==> src/rtl/gpio_register_bank.sv <==
// GPIO command decoder and readback bank for the DSP datapath.
// A command word {opcode, strobe, data} runs once on each rising edge of the strobe bit.
// It can write the reset, enable and phase control registers, latch every wide counter
// into a snapshot, and return 32-bit slices of that snapshot.
// Optional feature macro MEM_LOG_EN builds a sample-capture log memory with an
// IDLE/CAPTURE/DONE FSM that the processor can arm, stop and read back.
// Without the macro the LOG op type is a no-op, and log_busy and log_full are tied 0.
module gpio_register_bank #(
  parameter int unsigned GPIO_LEN     = 32,
  parameter int unsigned OPCODE_LEN   = 8,
  parameter int unsigned OP_TYPE_LEN  = 2,
  parameter int unsigned NUM_CH       = 4,
  parameter int unsigned COUNT_LEN    = 64,
  parameter int unsigned ENABLE_LEN   = 3,
  parameter int unsigned PHASE_LEN    = 2,
  parameter int unsigned LOG_DEPTH    = 1024,
  parameter int unsigned LOG_DATA_LEN = 16
) (
  input  logic                        clk,
  input  logic                        rst,
  input  logic [GPIO_LEN-1:0]         gpio_in,
  output logic [GPIO_LEN-1:0]         gpio_out,
  input  logic [NUM_CH*COUNT_LEN-1:0] count_in,
  input  logic [LOG_DATA_LEN-1:0]     log_data_in,
  input  logic                        log_valid_in,
  output logic                        reset_reg,
  output logic [ENABLE_LEN-1:0]       enable_reg,
  output logic [PHASE_LEN-1:0]        phase_reg,
  output logic                        log_busy,
  output logic                        log_full
);

  localparam int unsigned WORDS      = COUNT_LEN / GPIO_LEN;
  localparam int unsigned NUM_SLICES = NUM_CH * WORDS;
  localparam int unsigned DATA_LEN   = GPIO_LEN - OPCODE_LEN - 1;
  localparam int unsigned CODE_LEN   = OPCODE_LEN - OP_TYPE_LEN;
  localparam int unsigned ADDR_LEN   = $clog2(LOG_DEPTH);
  // One extra bit so a full log reports a pointer equal to LOG_DEPTH.
  localparam int unsigned PTR_LEN    = ADDR_LEN + 1;

  localparam logic [OP_TYPE_LEN-1:0] OpReg   = OP_TYPE_LEN'(0);
  localparam logic [OP_TYPE_LEN-1:0] OpCount = OP_TYPE_LEN'(2);
  localparam logic [OP_TYPE_LEN-1:0] OpLog   = OP_TYPE_LEN'(3);
  localparam logic [CODE_LEN-1:0]    CodeAll = {CODE_LEN{1'b1}};

`ifdef MEM_LOG_EN
  localparam bit LogEn = 1'b1;
`else
  localparam bit LogEn = 1'b0;
`endif

  logic [OPCODE_LEN-1:0]        opcode;
  logic [OP_TYPE_LEN-1:0]       op_type;
  logic [CODE_LEN-1:0]          code;
  logic                         strobe;
  logic [DATA_LEN-1:0]          data;
  logic                         strobe_q;
  logic                         exec;
  logic [NUM_CH*COUNT_LEN-1:0]  snap_q;
  logic [GPIO_LEN-1:0]          count_word;
  logic                         log_rd_pend;
  logic [GPIO_LEN-1:0]          log_rd_word;
  logic [GPIO_LEN-1:0]          log_status;
  logic                         unused_sig;

  assign opcode  = gpio_in[GPIO_LEN-1 -: OPCODE_LEN];
  assign op_type = opcode[OPCODE_LEN-1 -: OP_TYPE_LEN];
  assign code    = opcode[CODE_LEN-1:0];
  assign strobe  = gpio_in[DATA_LEN];
  assign data    = gpio_in[DATA_LEN-1:0];
  assign exec    = strobe & ~strobe_q;

  // Only some data bits are decoded; the log inputs are idle without the log feature.
  assign unused_sig = ^{data, log_data_in, log_valid_in};

  // Select snapshot slice for a COUNT read; slice 0 of a channel is its most significant word.
  always_comb begin
    count_word = '0;
    for (int s = 0; s < NUM_SLICES; s++) begin
      if (code == CODE_LEN'(s)) begin
        count_word = snap_q[(s / WORDS) * COUNT_LEN + (WORDS - 1 - (s % WORDS)) * GPIO_LEN
                            +: GPIO_LEN];
      end
    end
  end

  // Command decode: control registers, counter snapshot and readback word.
  always_ff @(posedge clk) begin
    if (rst) begin
      strobe_q   <= 1'b1;
      reset_reg  <= 1'b0;
      enable_reg <= '0;
      phase_reg  <= '0;
      gpio_out   <= '0;
      snap_q     <= '0;
    end else begin
      strobe_q <= strobe;
      if (log_rd_pend) begin
        gpio_out <= log_rd_word;
      end
      if (exec) begin
        case (op_type)
          OpReg: begin
            if (code == CODE_LEN'(0)) begin
              reset_reg <= data[0];
            end else if (code == CODE_LEN'(1)) begin
              enable_reg <= data[ENABLE_LEN-1:0];
            end else if (code == CODE_LEN'(2)) begin
              phase_reg <= data[PHASE_LEN-1:0];
            end else if (code == CodeAll) begin
              gpio_out <= GPIO_LEN'({phase_reg, enable_reg, reset_reg});
            end
          end
          OpCount: begin
            if (code == CodeAll) begin
              snap_q <= count_in;
            end else begin
              gpio_out <= count_word;
            end
          end
          OpLog: begin
            if (LogEn && code == CODE_LEN'(2)) begin
              gpio_out <= log_status;
            end
          end
          default: ;
        endcase
      end
    end
  end

`ifdef MEM_LOG_EN
  typedef enum logic [1:0] {StIdle, StCapture, StDone} log_state_e;

  log_state_e                log_state;
  logic [PTR_LEN-1:0]        wr_ptr;
  logic [LOG_DATA_LEN-1:0]   mem [LOG_DEPTH];
  logic [LOG_DEPTH-1:0]      written_q;
  logic [LOG_DATA_LEN-1:0]   rd_data_q;
  logic                      rd_hit_q;
  logic                      rd_pend_q;
  logic                      log_cmd;
  logic                      cmd_arm;
  logic                      cmd_stop;
  logic                      cmd_read;
  logic                      log_wr;
  logic [ADDR_LEN-1:0]       rd_addr;
  logic [ADDR_LEN-1:0]       wr_addr;

  assign log_cmd  = exec && (op_type == OpLog);
  assign cmd_arm  = log_cmd && (code == CODE_LEN'(0));
  assign cmd_read = log_cmd && (code == CODE_LEN'(1));
  assign cmd_stop = log_cmd && (code == CODE_LEN'(3));
  // Samples coinciding with ARM or STOP are dropped so the pointer stays consistent.
  assign log_wr   = (log_state == StCapture) && log_valid_in && !cmd_arm && !cmd_stop;
  assign rd_addr  = data[ADDR_LEN-1:0];
  assign wr_addr  = wr_ptr[ADDR_LEN-1:0];

  // Capture FSM with registered busy/full flags.
  always_ff @(posedge clk) begin
    if (rst) begin
      log_state <= StIdle;
      wr_ptr    <= '0;
      log_busy  <= 1'b0;
      log_full  <= 1'b0;
    end else if (cmd_arm) begin
      log_state <= StCapture;
      wr_ptr    <= '0;
      log_busy  <= 1'b1;
      log_full  <= 1'b0;
    end else if (cmd_stop && log_state == StCapture) begin
      log_state <= StDone;
      log_busy  <= 1'b0;
    end else if (log_wr) begin
      wr_ptr <= wr_ptr + PTR_LEN'(1);
      if (wr_ptr == PTR_LEN'(LOG_DEPTH - 1)) begin
        log_state <= StDone;
        log_busy  <= 1'b0;
        log_full  <= 1'b1;
      end
    end
  end

  // Sample memory: write port from capture, synchronous read port from READ.
  always_ff @(posedge clk) begin
    if (log_wr) begin
      mem[wr_addr] <= log_data_in;
    end
    if (cmd_read) begin
      rd_data_q <= mem[rd_addr];
    end
  end

  // Written flags make never-captured addresses read as 0; read pipeline stage.
  always_ff @(posedge clk) begin
    if (rst) begin
      written_q <= '0;
      rd_hit_q  <= 1'b0;
      rd_pend_q <= 1'b0;
    end else begin
      rd_pend_q <= cmd_read;
      if (cmd_read) begin
        rd_hit_q <= written_q[rd_addr];
      end
      if (log_wr) begin
        written_q[wr_addr] <= 1'b1;
      end
    end
  end

  assign log_rd_pend = rd_pend_q;
  assign log_rd_word = rd_hit_q ? GPIO_LEN'(rd_data_q) : '0;

  // STATUS word: full and busy in the top bits, write pointer in the LSBs.
  always_comb begin
    log_status               = '0;
    log_status[GPIO_LEN-1]   = log_full;
    log_status[GPIO_LEN-2]   = log_busy;
    log_status[PTR_LEN-1:0]  = wr_ptr;
  end
`else
  assign log_busy    = 1'b0;
  assign log_full    = 1'b0;
  assign log_rd_pend = 1'b0;
  assign log_rd_word = '0;
  assign log_status  = '0;
`endif

endmodule

==> config.mk <==
export PLATFORM = sky130hd
export DESIGN_NAME = gpio_register_bank
export DESIGN_NICKNAME = d
export VERILOG_FILES = /design/src/rtl/gpio_register_bank.sv
export SDC_FILE = /design/constraint.sdc
export NUM_CORES = 1
export LEC_CHECK = 0
export ABC_CLOCK_PERIOD_IN_PS = 2900
export CAP_MARGIN = 20
export CORE_UTILIZATION = 52
export DETAILED_ROUTE_END_ITERATION = 12
export GPL_TIMING_DRIVEN = 0
export PLACE_DENSITY_LB_ADDON = 0.08
export SKIP_CTS_REPAIR_TIMING = 1
export SLEW_MARGIN = 20
export SYNTH_ARGS = -nofsm -noshare
export SYNTH_HDL_FRONTEND = slang
export SYNTH_SLANG_ARGS = --single-unit
==> constraint.sdc <==
create_clock -name clk -period 2.9 [get_ports clk]
set_clock_uncertainty 0.1 [all_clocks]
set_input_delay 0.58 -clock clk [delete_from_list [all_inputs] [get_ports clk]]
set_output_delay 0.58 -clock clk [all_outputs]
set_load 0.1 [all_outputs]
==> results.ini, run 1 <==
[run_status]
outcome = complete, no violations

[synth]
synth-main-ff-cell = dfxtp_1
synth_edf_count = 0
postSynth.asyncResetShare_pct = 0
synth_cell_types = 53
ys_seq_area_share_pct = 47.0
ys_warn_count = 0
synthCells = 1498
syn_avg_cell_area_um2 = 8.39
yosysTopAreaCell = dfxtp_1
ys_ff_latch = 295
synth.area.top_cells = dfxtp_1 (47%), nand2_1 (16%), a21oi_1 (10%)
synth_top_area_share_pct = 47.0
mappedNetlistArea_um2 = 12600

[layout]
layout_commonest_cell = nand2_1
layout.cells.non_filler = 2181
finalCoreUtilization_pct = 72.6
drive_gt1_share_pct = 11.3
design_area_um2 = 17100
fill_cells = 1874
largest_register_ffs = 256
finalNetCount = 2145
final_cell_mix = nand2_1 (521), clkdlybuf4s50_1 (307), dfxtp_1 (295)
area_growth_pct = 36.4
antennaDiodeCount = 0

[placed_design]
pre_cts_ws_ns = -0.456
dp_hpwl_um = 33500
dpl-instance-area_um2 = 16000
io_buffers = 307
placed_cells = 2125
gp_congestion = 0.967

[drt]
drt_first_iter_violations = 1322
routed_wl_um = 44900
ant_nets = 0
drtPass1Iterations = 5
wire_per_inst_um = 20.6
via_count = 12400
via_per_inst = 5.68
drc = 0

[clocking]
clock_latency_ns = 0.56
cts_root_buf = clkbuf_16
cts-htree-levels = 1
cts_buffers = 30
cts.sinks = 295
cts.clk_slew.worst_paths_ns = 0.07
cts_tree = done
clock_path_buffers = 3

[critical_path]
crit_family = buffers and inverters
crit_required_ns = 2.22
cpMaxStageDelayCell = clkdlybuf4s50_1
critPathLaunchType = register
critPathMaxFanout = 2
end_kind = output pin
crit_type = reg -> out
path_cells = clkdlybuf4s50_1
arrival_ns = 2.14
worst-path-buf-inv = 1
crit_path_max_incr_delay_ns = 1.17

[timing]
hold_viol = 0
final_max_slew_viol_count = 0
setup_ws_ns = 0.0798
fin_hold_ws_ns = 0.349
tightest_slew_ns = 1.08
rsz0062_at_grt = no
period_minus_slack_ns = 2.82
fmax_mhz = 355
min_period_over_period_pct = 97.2
fin_setup_tns_ns = 0
slew_headroom_pct = 27.7
setup_viol = 0

[global_route]
grtUsageTotal_pct = 35.8
grt_pass1_wl_um = 65900
grt-ovfl-total = 0
first_global_vias = 12000
antenna_found_initial = 1
grt_max_degree = 15

[pwr]
ir_worst_vdd_mv = 0.373
cellLeakagePower_nw = 5.84
p_per_area_nw_per_um2 = 528
finalPower_mw = 9.06

[floorplanning]
start_util_pct = 53.2
dieHeight_um = 157
core.rowCount = 56
die_w_um = 157
core_um2 = 23600
io_pins = 347
die_area_um2 = 24800

[flow_run]
max-cap-violations = 0

[min_path]
hp-class = reg -> reg

area by class of cell:
cell class              count  area (um^2)  area share, %
flip-flops and latches    295         5910           34.4
multi-input cells        1052         5980           34.9
clock inverters            13          196           1.15
well taps                 319          399           2.33
clock buffers              43          901           5.25
repair buffers            307         3070           17.9
inverters                  28          105          0.613
plain buffers             124          586           3.41
logic make-up (layout without fill, tap and decap cells):
family / Yosys count / count (layout) / share of synthesized area, %
flops: 295 / 295 / 47.0
other cells: 1 / 2 / 0.0298
simple gates: 585 / 585 / 19.0
mux: 65 / 65 / 9.38
buf+inv: 152 / 515 / 5.48
compound gates: 400 / 400 / 19.1
synth_stat cells, types with 2 or more instances:
master       n
a211o_1     17
a21boi_0     6
a21oi_1    263
a221oi_1     5
a22oi_1     20
buf_2       65
buf_4       10
clkbuf_1    49
dfxtp_1    295
inv_1       28
mux2_2      13
mux2i_1     11
mux4_2      41
nand2_1    521
nand2b_1     2
nand4b_1     2
nor2_1      16
nor2b_1     18
nor3_1       6
o21a_1       6
o21ai_0     29
o221a_2      5
o22ai_1      9
o22ai_2     10
o2bb2ai_1    5
o32ai_1     17
or3_1        2
or3b_2       2
layer usage:
metal	wire [um]	GRT usage [%]
met4	1840	15.5
met1	17300	44.3
met2	20700	59.5
met3	5070	8.23
met5	8	0
worst paths after layout:
kind / endpoint / slack (ns) / startpoint / depth (start not counted)
max: gpio_out[10] / 0.08 / gpio_out[10]$_SDFFE_PP0P_ / 1
min: snap_q[176]$_SDFFE_PP0P_ / 0.35 / snap_q[176]$_SDFFE_PP0P_ / 2
max reg2reg: gpio_out[19]$_SDFFE_PP0P_ / 0.46 / strobe_q$_SDFF_PP1_ / 5
min reg2reg: snap_q[176]$_SDFFE_PP0P_ / 0.35 / snap_q[176]$_SDFFE_PP0P_ / 2
power by group:
part	switching, mW	total (mW)	internal (mW)
combinational	0.338	0.746	0.408
clock	1.65	4.25	2.60
sequential	0.00288	4.06	4.06
total	2.00	9.06	7.06
No activity file was read; power rests on OpenSTA's default activity.
==> inputs of run 2 (changes only) <==
- CTS_CLUSTER_DIAMETER: unset -> 100
- REMOVE_ABC_BUFFERS: unset -> 1
==> results.ini, run 2 (same netlist as run 1, synthesis figures left out) <==
[critical_path]
crit_required_ns = 3.20  ; +0.98 ns
arrival_ns = 3.10  ; +0.96 ns
critPathMaxFanout = 74  ; +72
end_kind = register
crit_type = in -> reg
cp-startpoint = gpio_in[24]
reg2reg_slack_ns = 0.41  ; -0.05 ns
rr_startpoint = strobe_q$_SDFF_PP1_
critPathLaunchType = input port

[drt]
ant_nets = 0  ; unchanged
via_count = 11500  ; -7.3%
wire_per_inst_um = 17.3  ; -16%
via_per_inst = 5.48  ; -3.5%
drt_first_iter_violations = 772  ; -42%
drc = 0  ; unchanged
routed_wl_um = 36200  ; -19%
drtPass1Iterations = 5  ; unchanged

[global_route]
grt-ovfl-total = 0  ; unchanged
grtUsageTotal_pct = 28.3  ; -7.5 points
grt_max_degree = 120  ; +105
grt_pass1_wl_um = 55700  ; -15%
antenna_found_initial = 6  ; +5
first_global_vias = 11100  ; -7.5%

[placed_design]
gp_congestion = 0.801  ; -17%
dp_hpwl_um = 23300  ; -30%
io_buffers = 307  ; unchanged
pre_cts_ws_ns = -1.03  ; -0.571 ns
dpl-instance-area_um2 = 16000  ; -0.46%

[pwr]
cellLeakagePower_nw = 5.73  ; -1.9%
finalPower_mw = 8.48  ; -6.4%
p_per_area_nw_per_um2 = 497  ; -5.8%
ir_worst_vdd_mv = 0.422  ; +13%

[flow_run]
max-cap-violations = 0  ; unchanged

[layout]
layout_commonest_cell = nand2_1
fill_cells = 1905  ; +1.7%
area_growth_pct = 35.5
design_area_um2 = 17000  ; -0.61%
largest_register_ffs = 256  ; unchanged
drive_gt1_share_pct = 9.77  ; -1.6 points
final_cell_mix = nand2_1 (521), clkdlybuf4s50_1 (303), dfxtp_1 (295)
finalNetCount = 2060  ; -4.0%
finalCoreUtilization_pct = 72.2  ; -0.45 points

[clocking]
cts_root_buf = clkbuf_16
cts-htree-levels = 1  ; unchanged
cts_tree = done
cts.sinks = 295  ; unchanged
clock_latency_ns = 0.55  ; about the same
cts.clk_slew.worst_paths_ns = 0.06  ; about the same
clock_path_buffers = 3  ; unchanged
cts_buffers = 31  ; +3.3%

[timing]
fmax_mhz = 357  ; +0.68%
hold_viol = 0  ; unchanged
fin_hold_ws_ns = 0.350  ; +0.000633 ns
period_minus_slack_ns = 2.80  ; -0.0192 ns
slew_headroom_pct = 29.5  ; +1.8 points
tightest_slew_ns = 1.05  ; -0.0265 ns
min_period_over_period_pct = 96.6  ; -0.66 points
final_max_slew_viol_count = 0  ; unchanged
setup_ws_ns = 0.0990  ; +0.0192 ns
setup_viol = 0  ; unchanged

[floorplanning]
dieHeight_um = 157  ; unchanged
io_pins = 347  ; unchanged
start_util_pct = 53.2  ; unchanged
die_w_um = 157  ; unchanged
core_um2 = 23600  ; unchanged
die_area_um2 = 24800  ; unchanged
core.rowCount = 56  ; unchanged

[run_status]
outcome = complete, no violations

[min_path]
holdCritStartpoint = snap_q[21]$_SDFFE_PP0P_
hp-class = reg -> reg

[run 2: per-layer routing]
metal  part of all wire, %  wire (um)  vias up  global-route usage, %
li1                      -          -     5623                      -
met1                    42      15100     5411                   34.7
met4                   3.3       1190        6                   10.8
met5                  0.11         41        -                      0
met3                   7.3       2660       79                   6.61
met2                    47      17200      364                   48.0
[run 2: final cells by class]
| cell class | count | area [um^2] | share of cell area, % |
|---|---|---|---|
| Multi-Input combinational cell | 1054 | 6030 | 35.4 |
| Sequential cell | 295 | 5910 | 34.7 |
| Timing Repair Buffer | 343 | 3640 | 21.3 |
| Clock buffer | 45 | 918 | 5.39 |
| Tap cell | 319 | 399 | 2.34 |
| Inverter | 28 | 105 | 0.617 |
| Clock inverter | 6 | 30.0 | 0.176 |
| Antenna cell | 5 | 12.5 | 0.0734 |
[run 2: worst max-delay path: stages]
cell,delay [ns]
buf_4,0.45
buf_16,0.31
nand2_1,0.28
or3_4,0.64
buf_16,0.27
buf_16,0.24
nand2_1,0.14
a21oi_1,0.09
[run 2: metrics by stage]
| stage | TNS (ns) | std cells |
|---|---|---|
| finish | 0 | 2095 |
| global route | -0.207 | 2093 |
| CTS | -22.58 | 2079 |
| detailed placement | -168.42 | 2028 |
| global placement | -4110.34 | 2001 |
| floorplan | -1413.70 | 1375 |
[run 2: worst paths after layout]
kind | to | cells past startpoint
worst max-delay path | snap_q[61]$_SDFFE_PP0P_ | 8
worst min-delay path | snap_q[21]$_SDFFE_PP0P_ | 2
worst max register to register | snap_q[61]$_SDFFE_PP0P_ | 6
worst min register to register | snap_q[21]$_SDFFE_PP0P_ | 2
[run 2: power by group]
| group | internal [mW] | switching (mW) | total (mW) |
|---|---|---|---|
| clock network | 2.16 | 1.57 | 3.73 |
| logic | 0.406 | 0.285 | 0.691 |
| registers | 4.06 | 0.00248 | 4.06 |
==> inputs of run 3 (changes only) <==
- CORE_UTILIZATION: 52 -> 66
- DONT_BUFFER_PORTS: unset -> 1
==> results.ini, run 3 (same netlist as run 1, synthesis figures left out) <==
[run_status]
outcome = complete, no violations

[drt]
wire_per_inst_um = 18.7  ; +8.3%
routed_wl_um = 31600  ; -13%
drc = 0  ; unchanged
via_count = 10200  ; -11%
ant_nets = 0  ; unchanged
drt_first_iter_violations = 774  ; +0.26%
via_per_inst = 6.07  ; +11%
drtPass1Iterations = 5  ; unchanged

[min_path]
hp-class = in -> reg
holdCritStartpoint = rst
min_to = snap_q[119]$_SDFFE_PP0P_
holdPathStages = 1  ; -1

[critical_path]
rr_startpoint = strobe_q$_SDFF_PP1_
crit_family = simple AND/OR/NAND/NOR gates
cp-startpoint = strobe_q$_SDFF_PP1_
crit_path_frequent_cell = buf_8
r2r-end = snap_q[63]$_SDFFE_PP0P_
crit_path_max_incr_delay_ns = 0.46  ; -0.18 ns
crit_type = reg -> reg
worst-path-buf-inv = 4  ; unchanged
critPathLaunchType = register
crit_required_ns = 3.27  ; +0.07 ns
reg2reg_slack_ns = 0.50  ; +0.09 ns
critPathMaxFanout = 23  ; -69%
cpMaxStageDelayCell = nor3_4
end_kind = register
arrival_ns = 2.76  ; -0.34 ns
r2r_cells = 8  ; +2
path_cells = nand4bb_1, nor3_4, buf_8, buf_16, buf_8, buf_8, nand2_1, a21oi_1

[timing]
fin_setup_tns_ns = 0  ; unchanged
period_minus_slack_ns = 2.40  ; -0.403 ns
hold_viol = 0  ; unchanged
min_period_over_period_pct = 82.7  ; -14 points
setup_viol = 0  ; unchanged
slew_headroom_pct = 27.3  ; -2.2 points
tightest_slew_ns = 1.09  ; +0.0345 ns
fmax_mhz = 417  ; +17%
fin_hold_ws_ns = 0.0357  ; -0.314 ns
rsz0062_at_grt = no
final_max_slew_viol_count = 0  ; unchanged

[floorplanning]
core.rowCount = 50  ; -11%
dieHeight_um = 140  ; -11%
start_util_pct = 67.2  ; +14 points
core_um2 = 18700  ; -21%
die_area_um2 = 19600  ; -21%
die_w_um = 140  ; -11%
io_pins = 347  ; unchanged

[clocking]
cts_buffers = 31  ; unchanged
clock_path_buffers = 3  ; unchanged
cts-htree-levels = 1  ; unchanged
clock_latency_ns = 0.54  ; about the same
cts.sinks = 295  ; unchanged
cts_root_buf = clkbuf_16
cts_tree = done
cts.clk_slew.worst_paths_ns = 0.06  ; about the same

[layout]
finalNetCount = 1744  ; -15%
area_growth_pct = 9.08
finalCoreUtilization_pct = 73.3  ; +1.1 points
final_cell_mix = nand2_1 (521), dfxtp_1 (295), a21oi_1 (263)
layout_commonest_cell = nand2_1
layout.cells.non_filler = 1688  ; -19%
drive_gt1_share_pct = 10.6  ; +0.83 points
largest_register_ffs = 256  ; unchanged

[placed_design]
io_buffers = 0  ; -100%
dp_hpwl_um = 20200  ; -13%
gp_congestion = 0.779  ; -2.7%
placed_cells = 1636  ; -19%

[flow_run]
max-cap-violations = 0  ; unchanged

[global_route]
first_global_vias = 9668  ; -13%
antenna_found_initial = 1  ; -5
grt_pass1_wl_um = 49300  ; -12%
grt-ovfl-total = 0  ; unchanged
grt_max_degree = 268  ; +120%
grtUsageTotal_pct = 31.4  ; +3.1 points

[pwr]
cellLeakagePower_nw = 4.46  ; -22%
p_per_area_nw_per_um2 = 585  ; +18%
ir_worst_vdd_mv = 0.441  ; +4.4%

-- run 3: changes by cell type in the layout (fill, tap and decap cells not counted), moves of 2 or more --
| cell | previous run | this run |
|---|---|---|
| bufinv_16 | 0 | 2 |
| clkdlybuf4s50_1 | 303 | 0 |
| buf_8 | 14 | 11 |
| buf_4 | 13 | 2 |
| buf_12 | 0 | 5 |
| diode_2 | 5 | 1 |
| dlygate4sd3_1 | 0 | 2 |
| clkinv_2 | 6 | 2 |
| buf_16 | 9 | 2 |
| clkbuf_8 | 10 | 7 |
| buf_6 | 2 | 7 |
-- run 3: layout make-up --
class | count | area, um^2
Timing Repair Buffer | 29 | 434
Clock inverter | 5 | 78.8
Multi-Input combinational cell | 1052 | 6000
Fill cell | 1493 | 4990
Clock buffer | 44 | 895
Tap cell | 234 | 293
Sequential cell | 295 | 5910
Antenna cell | 1 | 2.50
Inverter | 28 | 105
-- run 3: power by group --
part,total [mW],switching (mW),leakage (nW),internal (mW)
Clock,3.80,1.51,0.480,2.29
Combinational,0.145,0.0745,1.61,0.0709
Sequential,4.08,0.0217,2.38,4.06
Total,8.02,1.61,4.46,6.42
-- run 3: worst max-delay path by stage --
stage	cells after the start	slack [ns]	endpoint
floorplan	4	-5.52	snap_q[0]$_SDFFE_PP0P_
global placement	4	-9.73	snap_q[108]$_SDFFE_PP0P_
detailed placement	6	0.26	gpio_out[1]$_SDFFE_PP0P_
CTS	8	0.51	snap_q[108]$_SDFFE_PP0P_
global route	8	0.36	snap_q[63]$_SDFFE_PP0P_
finish	8	0.50	snap_q[63]$_SDFFE_PP0P_
-- run 3: stage by stage --
stage	power [mW]	instance area, um^2	worst slack (ns)
after floorplan	4.27	12000	-5.52
after global placement	4.30	12300	-9.73
after detailed placement	4.31	12700	0.264
after CTS	8.06	13700	0.512
after global routing	8.26	13700	0.358
final	8.02	13700	0.502
-- run 3: layer usage --
metal,wire length (um),share of wire (%),GRT usage [%],vias up
met5,0,0,0,-
met4,1000,3.2,12.2,0
met3,3040,9.6,9.74,62
met2,15200,48,51.9,379
met1,12400,39,38.2,4829
li1,-,-,-,4979
